==> src/rtl/serial_adder_ctrl.sv <==
// Bit-serial add controller: one 1-bit adder cell stepped over WIDTH-bit operands, LSB first.
// Optional subtract mode enabled by defining SERIAL_SUB_EN (adds the 'sub' port).
module serial_adder_ctrl #(
    parameter int WIDTH = 8
) (
    input  logic             clk,
    input  logic             reset,
    input  logic             start,
    input  logic [WIDTH-1:0] A,
    input  logic [WIDTH-1:0] B,
`ifdef SERIAL_SUB_EN
    input  logic             sub,
`endif
    output logic             busy,
    output logic             done,
    output logic [WIDTH-1:0] Sum,
    output logic             C_out
);

    localparam int CNT_W = $clog2(WIDTH) + 1;

    typedef enum logic [1:0] {
        IDLE,
        RUN,
        DONE
    } state_t;

    state_t           state;
    logic [WIDTH-1:0] a_sh;
    logic [WIDTH-1:0] b_sh;
    logic [WIDTH-2:0] res_sh;
    logic             carry;
    logic [CNT_W-1:0] cnt;

    logic             cell_s;
    logic             cell_c;
    logic [WIDTH-1:0] res_next;

    // Full adder built from two half adders plus an OR for the carry; returns {carry, sum}.
    function automatic logic [1:0] bit_cell(input logic a, input logic b, input logic c);
        logic h1_s, h1_c, h2_s, h2_c;
        h1_s = a ^ b;
        h1_c = a & b;
        h2_s = h1_s ^ c;
        h2_c = h1_s & c;
        return {h1_c | h2_c, h2_s};
    endfunction

    assign {cell_c, cell_s} = bit_cell(a_sh[0], b_sh[0], carry);

    // After WIDTH-1 shifts res_sh holds the low bits; the final cell output completes the word.
    assign res_next = {cell_s, res_sh};

    always_ff @(posedge clk) begin
        if (reset) begin
            state <= IDLE;
            busy  <= 1'b0;
            done  <= 1'b0;
            Sum   <= '0;
            C_out <= 1'b0;
            carry <= 1'b0;
            cnt   <= '0;
        end else begin
            case (state)
                IDLE: begin
                    if (start) begin
                        a_sh  <= A;
                        cnt   <= '0;
                        state <= RUN;
                        busy  <= 1'b1;
`ifdef SERIAL_SUB_EN
                        // Subtraction as A + ~B + 1: invert B once at capture, seed carry with 1.
                        b_sh  <= sub ? ~B : B;
                        carry <= sub;
`else
                        b_sh  <= B;
                        carry <= 1'b0;
`endif
                    end
                end
                RUN: begin
                    a_sh   <= a_sh >> 1;
                    b_sh   <= b_sh >> 1;
                    res_sh <= res_next[WIDTH-1:1];
                    carry  <= cell_c;
                    cnt    <= cnt + CNT_W'(1);
                    if (cnt == CNT_W'(WIDTH - 1)) begin
                        Sum   <= res_next;
                        C_out <= cell_c;
                        state <= DONE;
                        busy  <= 1'b0;
                        done  <= 1'b1;
                    end
                end
                DONE: begin
                    done  <= 1'b0;
                    state <= IDLE;
                end
                default: begin
                    state <= IDLE;
                    busy  <= 1'b0;
                    done  <= 1'b0;
                end
            endcase
        end
    end

endmodule

==> config.mk <==
export PLATFORM = sky130hd
export DESIGN_NAME = serial_adder_ctrl
export DESIGN_NICKNAME = d
export VERILOG_FILES = /design/src/rtl/serial_adder_ctrl.sv
export SDC_FILE = /design/constraint.sdc
export NUM_CORES = 1
export LEC_CHECK = 0
export ABC_CLOCK_PERIOD_IN_PS = 3700
export CAP_MARGIN = 20
export CORE_MARGIN = 2
export CORE_UTILIZATION = 28
export CTS_BUF_LIST = sky130_fd_sc_hd__clkbuf_4 sky130_fd_sc_hd__clkbuf_8
export DETAILED_ROUTE_END_ITERATION = 8
export GPL_ROUTABILITY_DRIVEN = 1
export HOLD_SLACK_MARGIN = 0.15
export PLACE_DENSITY = 0.57
export SLEW_MARGIN = 20
export SYNTH_ARGS = -nofsm -noshare
export SYNTH_HDL_FRONTEND = slang
export SYNTH_SLANG_ARGS = --single-unit
==> constraint.sdc <==
create_clock -name clk -period 3.7 [get_ports clk]
set_clock_uncertainty 0.2 [all_clocks]
set_input_delay 1.11 -clock clk [delete_from_list [all_inputs] [get_ports clk]]
set_output_delay 1.11 -clock clk [all_outputs]
set_load 0.01 [all_outputs]
==> out/metrics.yaml <==
synth:
  synth_area_mm2: 0.00165
  synth_warnings: 0
  avgSynthCellArea_um2: 10.5
  ys_seq_area_frac: 0.637
  syn_nets: 178
  synth_seq_cells: 41
  syn_inst: 157
  synth_cell_type_count: 28
sta:
  finalSetupViolCount: 0
  hold_viol: 0
  period_needed_ns: 2.58
  fin_crit_sh: 0.697
  maxClockFrequency_mhz: 388
  tns_ns: 0
  max_slew_margin: 0.434
  drv_slew: 0
  max_slew.worst_pin.slew_ns: 0.849
  rsz0062_at_grt: "no"
layout:
  nFillCells: 615
  final_nets: 205
  drive_gt1_frac: 0.0595
  area_growth_syn_to_layout_pct: 26.0
  layout_commonest_cell: "nand2_1"
  most-common-layout-cells: "nand2_1 (44), clkdlybuf4s50_1 (29), edfxtp_1 (23)"
  fin_cells: 257
  diodes: 0
global_routing:
  grt_pass1_wl_um: 5320
  grt.total_usage: 0.108
  grt_max_degree: 29
  antenna_found_initial: 0
  grt_pass1_vias: 1109
  gr-total-overflow: 0
hold_path:
  worst_hold_startpoint: "res_sh[1]"
  hold_class: "flop to flop"
  whs_path_depth: 0
  min_to: "res_sh[0]"
die:
  io_pins: 30
  coreArea_mm2: 0.00561
  rows: 27
  dieWidth_um: 80.7
  dieHeight_um: 80.7
  start_util: 0.294
  dieArea_mm2: 0.00652
power:
  ir_drop_v: 0.000215
  p_total_uw: 877
  p_per_area_mw_per_mm2: 422
  leakage_uw: 0.000755
clocking:
  clock-sinks: 41
  ctsHoldBuffers: 0
  cts_inserted_buffers: 5
  cts_resized: 0
  clkTransAtPathRegs_ns: 0.07
  root_buffer: "clkbuf_8"
  cts_tree: "done"
  clk_path_buf_depth: 2
  clk_latency_ns: 0.28
  htreeDepth: 2
  postCtsSetupBuffers: 0
job:
  drv_cap: 0
worst_setup_path:
  crit_path_start: "reset"
  slowest_stage: "clkdlybuf4s50_1"
  cp-end-kind: "flop"
  reg2reg_depth: 3
  worstPathMaxFanout: 12
  required_ns: 3.43
  critPathTopFamily: "buffers and inverters"
  path_class: "input port to flop"
  ff2ff_setup_slack_ns: 1.75
  slowest_delay_ns: 0.65
  cp.buffers_inverters: 1
  crit_arrival_ns: 2.31
  path_cells: "clkdlybuf4s50_1 > nor2_1"
  critPathLaunchType: "input port"
  rr_startpoint: "state[0]"
  worstReg2RegEnd: "Sum[1]"
drt:
  vias: 1148
  route.detailed.drc: 0
  firstDrtPassIters: 6
  avgViaCountPerCell: 4.47
  postRouteAntennaNets: 0
  drt_iter0_drc: 81
  wl_um: 3190
  wl_per_cell_um: 12.4
status:
  status: "completed"
place:
  io_buffers: 29
  place.gp.congestion: 0.675
  hpwl_um: 2090
  post-place-cells: 249
## routing by layer
| metal | routed length [um] | global-route usage | vias to the layer above | part of all wire |
|---|---|---|---|---|
| met4 | 28 | 0.0407 | 0 | 0.0088 |
| li1 | - | - | 592 | - |
| met1 | 1570 | 0.145 | 520 | 0.49 |
| met3 | 180 | 0.0333 | 4 | 0.056 |
| met5 | 0 | 0 | - | 0 |
| met2 | 1410 | 0.165 | 32 | 0.44 |
## logic make-up after synthesis
family                     share of synthesized area
AOI/OAI and AO/OA                             0.0933
adders and majority gates                     0.0197
buffers and inverters                         0.0379
DFF                                            0.637
muxes                                        0.00607
and+or+nand+nor                                0.206
## state kept, by name, summed over array words and instances, names as in the netlist
name and flops:
res_sh 7, b_sh 8, state 2, C_out 1, busy 1, done 1, carry 1, cnt 4
a_sh 8, Sum 8
## layout make-up
type	count	area [um2]	share of cell area
Clock buffer	6	82.6	0.0397
Clock inverter	2	8.76	0.00421
Multi-Input combinational cell	105	541	0.260
Sequential cell	41	1050	0.506
Tap cell	72	90.1	0.0433
Timing Repair Buffer	31	305	0.147
## stage by stage
step	util	worst slack [ns]	hold slack, ns	instance area (um2)
3_3_place_gp	0.354	0.804	0.231	1990
3_5_place_dp	0.354	0.779	0.234	1990
5_1_grt	0.371	0.983	0.272	2080
2_1_floorplan	-	0.573	0.226	1650
4_1_cts	0.371	1.09	0.257	2080
6_report	0.371	1.12	0.268	2080
## power breakdown
part / leakage (uW) / internal, uW / switching [uW] / total, uW
Sequential: 0.000365 / 504 / 9.15 / 513
Clock: 0.0000486 / 148 / 145 / 292
Combinational: 0.000342 / 34.2 / 37.4 / 71.6
Total: 0.000755 / 686 / 191 / 877
## synth_stat cells
| cell type | number | area share |
|---|---|---|
| or3_1 | 1 | 0.0038 |
| edfxtp_1 | 23 | 0.42 |
| nor3_1 | 3 | 0.0091 |
| buf_6 | 1 | 0.0068 |
| nand3_1 | 11 | 0.033 |
| mux2i_1 | 1 | 0.0061 |
| a21oi_1 | 12 | 0.036 |
| buf_4 | 2 | 0.0091 |
| nor3b_1 | 1 | 0.0046 |
| dfxtp_1 | 18 | 0.22 |
| o21ai_0 | 10 | 0.030 |
| clkbuf_1 | 2 | 0.0046 |
| and2b_1 | 2 | 0.0091 |
| nand3b_1 | 2 | 0.0091 |
| buf_2 | 5 | 0.015 |
| buf_1 | 1 | 0.0023 |
| fa_1 | 1 | 0.012 |
| nand2_1 | 44 | 0.10 |
| o21bai_1 | 2 | 0.0091 |
| and3b_1 | 1 | 0.0053 |
| ha_1 | 1 | 0.0076 |
| nor2b_1 | 1 | 0.0038 |
| and2_1 | 2 | 0.0076 |
| a21boi_0 | 1 | 0.0046 |
| a22oi_1 | 2 | 0.0091 |
| a31oi_1 | 1 | 0.0038 |
| nand2b_4 | 1 | 0.0083 |
| nor2_1 | 5 | 0.011 |
## worst max path at each step
stage,endpoint,cells after the start
final,res_sh[4],2
after CTS,res_sh[1],2
after detailed placement,res_sh[0],2
after global placement,res_sh[0],2
after floorplan,a_sh[0],2
after global routing,res_sh[3],2
Note: power is estimated with default switching activity, not from simulation.
